`config.mk`:
```
export PLATFORM = sky130hd
export DESIGN_NAME = uart_wb_sequencer
export DESIGN_NICKNAME = d
export VERILOG_FILES = /design/src/rtl/uart_wb_sequencer.sv
export SDC_FILE = /design/constraint.sdc
export NUM_CORES = 1
export LEC_CHECK = 0
export BUFFER_PORTS_ARGS = -buffer_cell sky130_fd_sc_hd__clkbuf_2
export CELL_PAD_IN_SITES_DETAIL_PLACEMENT = 0
export CELL_PAD_IN_SITES_GLOBAL_PLACEMENT = 1
export CORE_MARGIN = 2
export CORE_UTILIZATION = 37
export CTS_BUF_LIST = sky130_fd_sc_hd__clkbuf_2 sky130_fd_sc_hd__clkbuf_4 sky130_fd_sc_hd__clkbuf_8
export DETAILED_ROUTE_END_ITERATION = 10
export GPL_TIMING_DRIVEN = 0
export PLACE_DENSITY_LB_ADDON = 0.1
export REMOVE_ABC_BUFFERS = 1
export SLEW_MARGIN = 40
export SYNTH_ARGS = -nofsm -noshare
export SYNTH_HDL_FRONTEND = slang
export SYNTH_SLANG_ARGS = --single-unit
```
`constraint.sdc`:
```
create_clock -name clk_i -period 1.8 [get_ports clk_i]
set_input_delay 0.09 -clock clk_i [delete_from_list [all_inputs] [get_ports clk_i]]
set_output_delay 0.09 -clock clk_i [all_outputs]
set_load 0.05 [all_outputs]
```
`src/rtl/uart_wb_sequencer.sv`:
```
// Wishbone classic master that initialises a 16550-compatible UART and then
// pushes bytes from a valid/ready stream into its THR, polling LSR.THRE first.
module uart_wb_sequencer #(
  parameter int         ACK_TIMEOUT = 255,
  parameter logic [7:0] FCR_VAL     = 8'hC7
) (
  input  logic        clk_i,
  input  logic        rst_i,
  input  logic        cfg_start_i,
  input  logic [15:0] cfg_divisor_i,
  input  logic [7:0]  cfg_lcr_i,
  output logic        init_done_o,
  output logic        busy_o,
  output logic        err_o,
  input  logic [7:0]  tx_data_i,
  input  logic        tx_valid_i,
  output logic        tx_ready_o,
  output logic [2:0]  wb_adr_o,
  output logic [7:0]  wb_dat_o,
  output logic        wb_we_o,
  output logic        wb_stb_o,
  output logic        wb_cyc_o,
  input  logic [7:0]  wb_dat_i,
  input  logic        wb_ack_i
);

  typedef enum logic [2:0] {
    S_IDLE, S_CFG, S_READY, S_POLL, S_WRTHR, S_ERR
  } state_t;

  // Last stb cycle that may still be acked; an unacked stb in this cycle aborts.
  localparam logic [7:0] TO_LAST = 8'(ACK_TIMEOUT - 1);

  state_t      r_state, w_next;
  logic        r_cyc, r_stb, r_we;
  logic [2:0]  r_adr;
  logic [7:0]  r_dat;
  logic [7:0]  r_cnt;
  logic [2:0]  r_step;
  logic [15:0] r_div;
  logic [6:0]  r_lcr;
  logic [7:0]  r_byte;
  logic        r_init, r_err;

  logic        w_start, w_accept, w_ack, w_timeout, w_busy, w_tx_ready;
  logic [2:0]  w_adr;
  logic [7:0]  w_dat;
  logic        w_we;
  logic        w_unused;

  // Only LSR.THRE matters; LCR bit 7 is driven by the sequencer itself.
  assign w_unused   = ^{wb_dat_i[7:6], wb_dat_i[4:0], cfg_lcr_i[7]};

  assign w_busy     = (r_state == S_CFG) || (r_state == S_POLL) || (r_state == S_WRTHR);
  assign w_tx_ready = (r_state == S_READY) && !cfg_start_i;
  assign w_start    = cfg_start_i &&
                      ((r_state == S_IDLE) || (r_state == S_READY) || (r_state == S_ERR));
  assign w_accept   = tx_valid_i && w_tx_ready;
  // Acks outside an active cycle are ignored.
  assign w_ack      = r_cyc && wb_ack_i;
  assign w_timeout  = r_cyc && !wb_ack_i && (r_cnt == TO_LAST);

  assign init_done_o = r_init;
  assign err_o       = r_err;
  assign busy_o      = w_busy;
  assign tx_ready_o  = w_tx_ready;
  assign wb_cyc_o    = r_cyc;
  assign wb_stb_o    = r_stb;
  assign wb_we_o     = r_we;
  assign wb_adr_o    = r_adr;
  assign wb_dat_o    = r_dat;

  // State register.
  always_ff @(posedge clk_i) begin
    if (rst_i) r_state <= S_IDLE;
    else       r_state <= w_next;
  end

  // Next-state logic; a timeout in any access-issuing state lands in ERR.
  always_comb begin
    w_next = r_state;
    case (r_state)
      S_IDLE:  if (w_start) w_next = S_CFG;
      S_READY: begin
        if (w_start)       w_next = S_CFG;
        else if (w_accept) w_next = S_POLL;
      end
      S_ERR:   if (w_start) w_next = S_CFG;
      S_CFG: begin
        if (w_timeout)                    w_next = S_ERR;
        else if (w_ack && r_step == 3'd5) w_next = S_READY;
      end
      S_POLL: begin
        if (w_timeout)                w_next = S_ERR;
        else if (w_ack && wb_dat_i[5]) w_next = S_WRTHR;
      end
      S_WRTHR: begin
        if (w_timeout)  w_next = S_ERR;
        else if (w_ack) w_next = S_READY;
      end
      default: w_next = S_IDLE;
    endcase
  end

  // Address/data/direction of the access the current state wants to issue.
  always_comb begin
    w_adr = 3'd0;
    w_dat = 8'h00;
    w_we  = 1'b0;
    case (r_state)
      S_CFG: begin
        w_we = 1'b1;
        case (r_step)
          3'd0: begin w_adr = 3'd3; w_dat = {1'b1, r_lcr}; end
          3'd1: begin w_adr = 3'd0; w_dat = r_div[7:0];    end
          3'd2: begin w_adr = 3'd1; w_dat = r_div[15:8];   end
          3'd3: begin w_adr = 3'd3; w_dat = {1'b0, r_lcr}; end
          3'd4: begin w_adr = 3'd2; w_dat = FCR_VAL;       end
          default: begin w_adr = 3'd1; w_dat = 8'h00;      end
        endcase
      end
      S_POLL:  begin w_adr = 3'd5; w_dat = 8'h00; w_we = 1'b0; end
      S_WRTHR: begin w_adr = 3'd0; w_dat = r_byte; w_we = 1'b1; end
      default: ;
    endcase
  end

  // Access engine: issue from idle bus, hold until ack or timeout, then drop for one cycle.
  always_ff @(posedge clk_i) begin
    if (rst_i) begin
      r_cyc <= 1'b0;
      r_stb <= 1'b0;
      r_we  <= 1'b0;
      r_adr <= 3'd0;
      r_dat <= 8'h00;
      r_cnt <= 8'd0;
    end else if (r_cyc) begin
      if (w_ack || w_timeout) begin
        r_cyc <= 1'b0;
        r_stb <= 1'b0;
      end else begin
        r_cnt <= r_cnt + 8'd1;
      end
    end else if (w_busy) begin
      r_cyc <= 1'b1;
      r_stb <= 1'b1;
      r_we  <= w_we;
      r_adr <= w_adr;
      r_dat <= w_dat;
      r_cnt <= 8'd0;
    end
  end

  // Configuration capture, sequence step, pending byte and status flags.
  always_ff @(posedge clk_i) begin
    if (rst_i) begin
      r_step <= 3'd0;
      r_div  <= 16'h0000;
      r_lcr  <= 7'h00;
      r_byte <= 8'h00;
      r_init <= 1'b0;
      r_err  <= 1'b0;
    end else begin
      if (w_start) begin
        r_div  <= cfg_divisor_i;
        r_lcr  <= cfg_lcr_i[6:0];
        r_step <= 3'd0;
        r_init <= 1'b0;
        r_err  <= 1'b0;
      end
      if (w_accept) r_byte <= tx_data_i;
      if (r_state == S_CFG && w_ack) begin
        r_step <= r_step + 3'd1;
        if (r_step == 3'd5) r_init <= 1'b1;
      end
      if (w_timeout) begin
        r_err  <= 1'b1;
        r_init <= 1'b0;
        r_byte <= 8'h00;
      end
    end
  end

endmodule

```
==> impl_metrics.toml, run 1 <==
[cells_and_area]
multi_input_area_sq_um = 1670
area_growth_pct = 35.3
final_nets = 498
fin_cells = 552
ff_latch_area_sq_um = 1250
fillers = 781
layout-drive-gt1-share = 0.260
fin_util = 0.515
n_antenna_cell = 0

[power]
p_seq_frac = 0.350
finalPower_w = 0.00538
p_sw_w = 0.00222
internal_power_w = 0.00316
clockPowerShare = 0.253
irDropWorstVdd_mv = 0.403
p_comb_frac = 0.397
cellLeakagePower_nw = 1.51
powerDensity_nw_per_um2 = 1350
swShare = 0.413

[logic_synthesis]
yosysTopAreaCell = "dfxtp_1"
synth_area_leaders = "dfxtp_1 (42%), nand2_1 (8.3%), a21oi_1 (7.8%)"
synth_seq_cells = 61
yosysSeqAreaShare = 0.416
synthCells = 361
yosysMostFrequentCell = "nand2_1"
async_flop_share = 0
synth_enable_flop_cells = 0
synth_commonest_cells = "nand2_1 (65), dfxtp_1 (61), a21oi_1 (46)"
synth_ff_type = "dfxtp_1"
syn_avg_cell_area_sq_um = 8.14
synth_area_sq_um = 2940
synth_warnings = 0
synth_cell_types = 50
yosysTopAreaCellShare = 0.416

[floorplan]
rows = 32
die_w_um = 93.1
initial_core_util = 0.380
coreArea_sq_um = 7730
dieArea_sq_um = 8670
die_h_um = 93.1
ios = 63

[clock_network]
cts_root_buffer = "clkbuf_8"
clock_latency_ns = 0.34
cts_tree = "yes"
cts_made_buffers = 9
clk_path_buf_depth = 2
htree_levels = 3
clk_pin_slew_ns = 0.07
cts.sinks = 61

[placement]
gp_congestion = 0.758
io_buffers = 54
dp.cells = 493
hpwlAfterDp_mm = 4.79

[grt]
grt_overflow = 0
grt_pass1_wl_mm = 12.5
grt_pass1_vias = 2556
grt_start_max_net_pins = 49
grt_usage = 0.182
antenna_found_initial = 0

[worst_hold_path]
hp-class = "input port to flip-flop"

[critical_path]
cp-start-kind = "flip-flop"
endpoint_kind = "flip-flop"
crit_required_ns = 2.03
crit_fanout = 10
arrival_ns = 1.98
criticalPathCategory = "flip-flop to flip-flop"

[detailed_routing]
wl_per_cell_um = 14.0
first_pass_iters = 4
vias_per_cell = 4.99
drtIter0Drc = 124
vias = 2754
routed_wl_mm = 7.74
route.detailed.drc = 0
ant_nets = 0

[timing]
worst_pin_slew_ns = 0.612
fmax_ghz = 0.574
hold_viol = 0
whs_ns = 0.139
setup_viol = 0
slew_headroom = 0.591
finClkSkew_ns = 0.00993
grt_setup_unrepaired = "true"
min_period_ns = 1.74
maxSlewViolCount = 0
finalSetupTns_ns = 0
finalCritPeriodShare = 0.969

[run]
maxCapViolCount = 0

[run_status]
status = "finished clean"
## metrics by stage
step | setup WS [ns] | area, sq um
after floorplan | -2.15 | 2810
after global placement | -1.30 | 3200
after detailed placement | -0.975 | 3230
after CTS | 0.00442 | 3850
after global routing | -0.0171 | 3980
final | 0.0567 | 3980
## path summary, 6_finish.rpt
kind / from / to / slack, ns / depth (start not counted)
setup / recovery: r_cnt[0] / r_cnt[5] / 0.06 / 8
hold / removal: wb_ack_i / r_cnt[1] / 0.14 / 4
setup reg to reg: r_cnt[0] / r_cnt[5] / 0.06 / 8
hold reg to reg: r_div[14] / r_div[14] / 0.46 / 2
## flip-flops by register name (all words and copies together) (netlist names), 3 cells and up
signal	cells
wb_dat_o	8
wb_adr_o	3
r_step	3
r_state	3
r_lcr	7
r_div	16
r_byte	8
r_cnt	8
## cells by family after synthesis
family / after synthesis / synth area share
adders and majority gates: 8 / 0.0341
buffers and inverters: 32 / 0.0537
muxes: 1 / 0.00341
DFF: 61 / 0.416
AOI/OAI and AO/OA: 107 / 0.231
and+or+nand+nor: 144 / 0.239
xor gates and xnor gates: 8 / 0.0239
## critical path, cell delays in order (launching register included)
cell and delay (ns):
dfxtp_4 0.36, inv_1 0.05, ha_1 0.19, and4b_4 0.20, and3_4 0.22, buf_4 0.16, nor4_4 0.25, xnor2_1 0.16
nor2_2 0.04
## power by group through the flow
stage | clock network [W] | registers, W | logic (W)
final | 0.00136 | 0.00188 | 0.00214
after global routing | 0.00146 | 0.00193 | 0.00234
after CTS | 0.00139 | 0.00188 | 0.00201
after detailed placement | 0 | 0.00188 | 0.00186
after global placement | 0 | 0.00187 | 0.00184
after floorplan | 0 | 0.00227 | 0.000964
## layout make-up
type                    count  share of cell area
multi-input cells         269               0.420
flip-flops and latches     61               0.315
repair buffers             97               0.172
clock buffers              10              0.0330
well taps                 102              0.0321
clock inverters             6              0.0217
inverters                   7             0.00661
## metal layers
metal,track usage,vias up,part of all wire
met3,0.0330,5,0.038
met1,0.259,1247,0.52
met5,0,-,0
met4,0.0772,0,0.0080
met2,0.271,52,0.44
li1,-,1450,-
## timing repair
item | CTS | global route
resized for setup | 19 | 19
endpoints found under the hold margin | 31 | 0
pin swaps | 1 | 7
setup buffers | 4 | 7
setup endpoints to repair | 61 | 56
cloned | 0 | 1
hold buffers | 31 | 0
## layout by cell type (no fill, tap or decap), types with 3 or more instances in the layout
| cell | synthesis | routed |
|---|---|---|
| a21oi_1 | 46 | 45 |
| a211oi_1 | 9 | 9 |
| nand2_1 | 65 | 64 |
| a221o_1 | 3 | 3 |
| dfxtp_4 | 0 | 8 |
| nor2_1 | 34 | 32 |
| o21ai_0 | 13 | 9 |
| xnor2_1 | 7 | 7 |
| o31ai_1 | 3 | 3 |
| nand2b_1 | 3 | 3 |
| dlygate4sd3_1 | 0 | 31 |
| o2bb2ai_1 | 3 | 3 |
| nor3_1 | 5 | 5 |
| ha_1 | 8 | 5 |
| nor2_2 | 2 | 3 |
| nor2b_1 | 3 | 3 |
| inv_1 | 7 | 6 |
| nand3_1 | 15 | 15 |
| buf_4 | 2 | 10 |
| clkbuf_2 | 0 | 53 |
| o21ai_1 | 0 | 4 |
| a22oi_1 | 16 | 16 |
| dfxtp_1 | 61 | 53 |
| a31oi_1 | 3 | 3 |
| clkbuf_8 | 0 | 9 |
(Power assumes the default switching activity.)
==> run 2, diff against run 1 <==
- CORE_MARGIN: 2 -> 4
- CORE_UTILIZATION: 37 -> 44
- clock period: 1.8 -> 2.1 ns (I/O delays scaled with it)
==> impl_metrics.toml, run 2 (synthesized netlist as in run 1, its figures left out) <==
[floorplan]
coreArea_sq_um = 6420
ios = 63
die_h_um = 89.7
die_w_um = 89.7
rows = 29
dieArea_sq_um = 8050
initial_core_util = 0.457

[detailed_routing]
route.detailed.drc = 0
first_pass_iters = 4
vias_per_cell = 5.32
drtIter0Drc = 129
routed_wl_mm = 7.28
wl_per_cell_um = 14.3
vias = 2715
ant_nets = 0

[grt]
grt_usage = 0.182
grt_pass1_wl_mm = 12.2
antenna_found_initial = 0
grt_pass1_vias = 2530
grt_overflow = 0
grt_start_max_net_pins = 49

[timing]
finalSetupTns_ns = 0
min_period_ns = 1.87
fmax_ghz = 0.535
setup_viol = 0
worst_pin_slew_ns = 0.691
maxSlewViolCount = 0
hold_viol = 0
finClkSkew_ns = 0.00839
finalCritPeriodShare = 0.890
grt_setup_unrepaired = "false"
slew_headroom = 0.539

[critical_path]
criticalPathCategory = "flip-flop to flip-flop"
endpoint_kind = "flip-flop"
crit_path_max_incr_delay_ns = 0.43
crit_required_ns = 2.35
arrival_ns = 2.11
slowest_stage = "dfxtp_1"
reg2reg_depth = 6
crit_fanout = 10
cp-start-kind = "flip-flop"
cp_cell_sequence = "ha_2 -> nand2_1 -> o311ai_1 -> a21oi_1 -> nand2b_1 -> o41ai_2"

[cells_and_area]
ff_latch_area_sq_um = 1230
final_cell_mix = "nand2_1 (65), dfxtp_1 (56), clkbuf_2 (53)"
area_growth_pct = 25.1
stdcell_area_sq_um = 3670
final_nets = 481
fin_util = 0.572
largest_register = "r_div"
fillers = 629
final_common_cell = "nand2_1"
largest_register_ff_count = 16
multi_input_area_sq_um = 1600
layout-drive-gt1-share = 0.224
n_antenna_cell = 0

[clock_network]
cts_tree = "yes"
cts.sinks = 61
clk_path_buf_depth = 2
cts_root_buffer = "clkbuf_8"
htree_levels = 3
clk_pin_slew_ns = 0.07
cts_made_buffers = 9
clock_latency_ns = 0.34

[placement]
hpwlAfterDp_mm = 4.62
gp_congestion = 0.762
io_buffers = 54
place_area_sq_um = 3190

[worst_hold_path]
hp-class = "input port to flip-flop"
hold_depth = 3

[power]
irDropWorstVdd_mv = 0.535
cellLeakagePower_nw = 1.40
powerDensity_nw_per_um2 = 1170

[run]
maxCapViolCount = 0

[run_status]
status = "finished clean"
## run 2: routing by layer
layer,GRT usage,share of wire
met2,0.268,0.42
met4,0.0805,0.015
met5,0,0
met3,0.0342,0.061
met1,0.260,0.50
## run 2: final cells by class
class | count | area share
multi-input cells | 269 | 0.435
flip-flops and latches | 61 | 0.334
well taps | 77 | 0.0262
clock inverters | 4 | 0.0129
repair buffers | 80 | 0.143
inverters | 7 | 0.00715
clock buffers | 12 | 0.0415
## run 2: stage by stage
step | power [W] | hold slack, ns | setup WS, ns | std cells
3_3_place_gp | 0.00316 | 0.328 | -0.774 | 467
4_1_cts | 0.00432 | 0.00151 | 0.0332 | 509
3_5_place_dp | 0.00320 | 0.333 | -0.672 | 468
6_report | 0.00431 | 0.0109 | 0.230 | 510
5_1_grt | 0.00459 | 0.0195 | 0.0416 | 510
2_1_floorplan | 0.00277 | 0.174 | -1.85 | 336
## run 2: critical path, delay by kind of cell (launching register included)
| family | cells | cell delay [ns] |
|---|---|---|
| AO/OA/AOI/OAI | 3 | 0.69 |
| adder cells (fa/ha/maj) | 1 | 0.35 |
| flip-flops | 1 | 0.43 |
| AND/OR/NAND/NOR | 2 | 0.31 |
## run 2: power breakdown
group	leakage [nW]	internal [W]	switching, W
registers	0.500	0.00138	0.000223
logic	0.795	0.000495	0.00114
clock network	0.103	0.000603	0.000462
## run 2: worst paths after layout
check / startpoint / endpoint / slack (ns)
min: tx_data_i[1] / r_byte[1] / 0.01
min reg2reg: r_lcr[3] / r_lcr[3] / 0.45
max: r_step[0] / r_state[2] / 0.23
max reg2reg: r_step[0] / r_state[2] / 0.23
## run 2: timing repair
item                                    CTS  global route
pin swaps                                 0             1
gates cloned                              0             1
endpoints found under the setup margin   28            42
hold buffers                             24             0
gates resized for setup                   3             7
setup buffers                             1             0
hold endpoints to repair                 24             0
==> run 3, diff against run 2 <==
- RECOVER_POWER: unset -> 50
==> impl_metrics.toml, run 3 (synthesized netlist as in run 1, its figures left out) <==
[run_status]
status = "finished clean"

[floorplan]
ios = 63
coreArea_sq_um = 6420
die_h_um = 89.7
initial_core_util = 0.457
rows = 29
die_w_um = 89.7
dieArea_sq_um = 8050

[timing]
slew_headroom = 0.513
min_period_ns = 1.89
finalCritPeriodShare = 0.899
finClkSkew_ns = 0.00893
fmax_ghz = 0.529
hold_viol = 0
maxSlewViolCount = 0
grt_setup_unrepaired = "false"
setup_viol = 0
worst_pin_slew_ns = 0.730
layout_setup_ws_ns = 0.211

[cells_and_area]
area_growth_pct = 23.7
fillers = 643
layout-drive-gt1-share = 0.187
stdcell_area_sq_um = 3630
final_nets = 481
largest_register = "r_div"
largest_register_ff_count = 16
n_antenna_cell = 0
final_cell_mix = "nand2_1 (65), dfxtp_1 (56), a21oi_1 (46)"
final_common_cell = "nand2_1"

[grt]
grt_usage = 0.182
grt_pass1_vias = 2530
antenna_found_initial = 0
grt_pass1_wl_mm = 12.2
grt_overflow = 0
grt_start_max_net_pins = 49

[detailed_routing]
wl_met1_mm = 3.70
route.detailed.drc = 0
dr.max_layer_used = "met4"
route.met3.wl_um = 458
vias_per_cell = 5.33
routed_wl_mm = 7.36
met2_wirelength_mm = 3.10
vias = 2717
drtIter0Drc = 109
wl_per_cell_um = 14.4
ant_nets = 0
first_pass_iters = 4

[critical_path]
cp_cell_sequence = "nor3b_2 -> buf_4 -> nor3_2 -> nor3_1 -> xnor2_1 -> nor2_1"
criticalPathCategory = "flip-flop to flip-flop"
arrival_ns = 2.13
endpoint_kind = "flip-flop"
crit_required_ns = 2.34
crit_fanout = 16
cp-start-kind = "flip-flop"
crit_path_max_incr_delay_ns = 0.60
slowest_stage = "nor3_2"

[worst_hold_path]
hp-class = "input port to flip-flop"

[power]
irDropWorstVdd_mv = 0.534
internal_power_w = 0.00244
cellLeakagePower_nw = 1.34
powerDensity_nw_per_um2 = 1170
swShare = 0.427
clockPowerShare = 0.251
p_comb_frac = 0.375
p_sw_w = 0.00182
p_seq_frac = 0.375

[placement]
gp_congestion = 0.762
place_area_sq_um = 3190
hpwlAfterDp_mm = 4.62
preCtsSetupSlack_ns = -0.672
io_buffers = 54

[clock_network]
clk_pin_slew_ns = 0.07
cts_tree = "yes"
cts_root_buffer = "clkbuf_8"
clock_latency_ns = 0.35
clk_path_buf_depth = 2
htree_levels = 3
cts.sinks = 61
cts_made_buffers = 9

[run]
maxCapViolCount = 0
[run 3: final cells by class]
class,instances,area [sq um],share of cell area
multi-input cells,269,1580,0.434
flip-flops and latches,61,1230,0.338
repair buffers,80,505,0.139
clock buffers,12,153,0.0420
well taps,77,96.3,0.0265
clock inverters,4,47.5,0.0131
inverters,7,26.3,0.00723
[run 3: worst max-delay path: cells and delay by family (launching register included)]
kind                      cells  cell delay, ns
and+or+nand+nor               4            0.89
DFF                           1            0.52
buffers and inverters         1            0.19
xor gates and xnor gates      1            0.17
[run 3: final timing paths]
path	startpoint	end	slack, ns	depth (start not counted)
worst max-delay path	r_state[0]	r_cnt[4]	0.21	6
worst min-delay path	tx_data_i[1]	r_byte[1]	0.006	3
worst max register to register	r_state[0]	r_cnt[4]	0.21	6
worst min register to register	r_lcr[3]	r_lcr[3]	0.45	2
[run 3: power by group through the flow]
stage	Combinational (W)	Sequential [W]	Clock, W
2_1_floorplan	0.000827	0.00194	0
4_1_cts	0.00163	0.00160	0.00109
6_report	0.00160	0.00160	0.00107
3_3_place_gp	0.00156	0.00160	0
3_5_place_dp	0.00158	0.00162	0
5_1_grt	0.00176	0.00163	0.00114
[run 3: layer usage]
| layer | up-vias | GRT usage |
|---|---|---|
| met5 | - | 0 |
| met4 | 0 | 0.0805 |
| met3 | 8 | 0.0342 |
| met2 | 67 | 0.268 |
| met1 | 1232 | 0.260 |
| li1 | 1410 | - |
[run 3: repair_timing]
item / CTS / global route
pin swaps: 0 / 1
hold endpoints to repair: 24 / 0
hold buffers: 24 / 0
resized for setup: 3 / 7
setup buffers: 1 / 0
cloned: 0 / 1
endpoints found under the setup margin: 28 / 42
[run 3: metrics by stage]
| stage | total power (W) | TNS (ns) | cells | utilization | hold slack, ns |
|---|---|---|---|---|---|
| 3_3_place_gp | 0.00316 | -19.06 | 467 | 0.494 | 0.328 |
| 5_1_grt | 0.00453 | 0 | 510 | 0.566 | 0.0195 |
| 3_5_place_dp | 0.00320 | -10.33 | 468 | 0.497 | 0.333 |
| 4_1_cts | 0.00432 | 0 | 509 | 0.569 | 0.00151 |
| 2_1_floorplan | 0.00277 | -18.62 | 336 | - | 0.174 |
| 6_report | 0.00426 | 0 | 510 | 0.566 | 0.00619 |
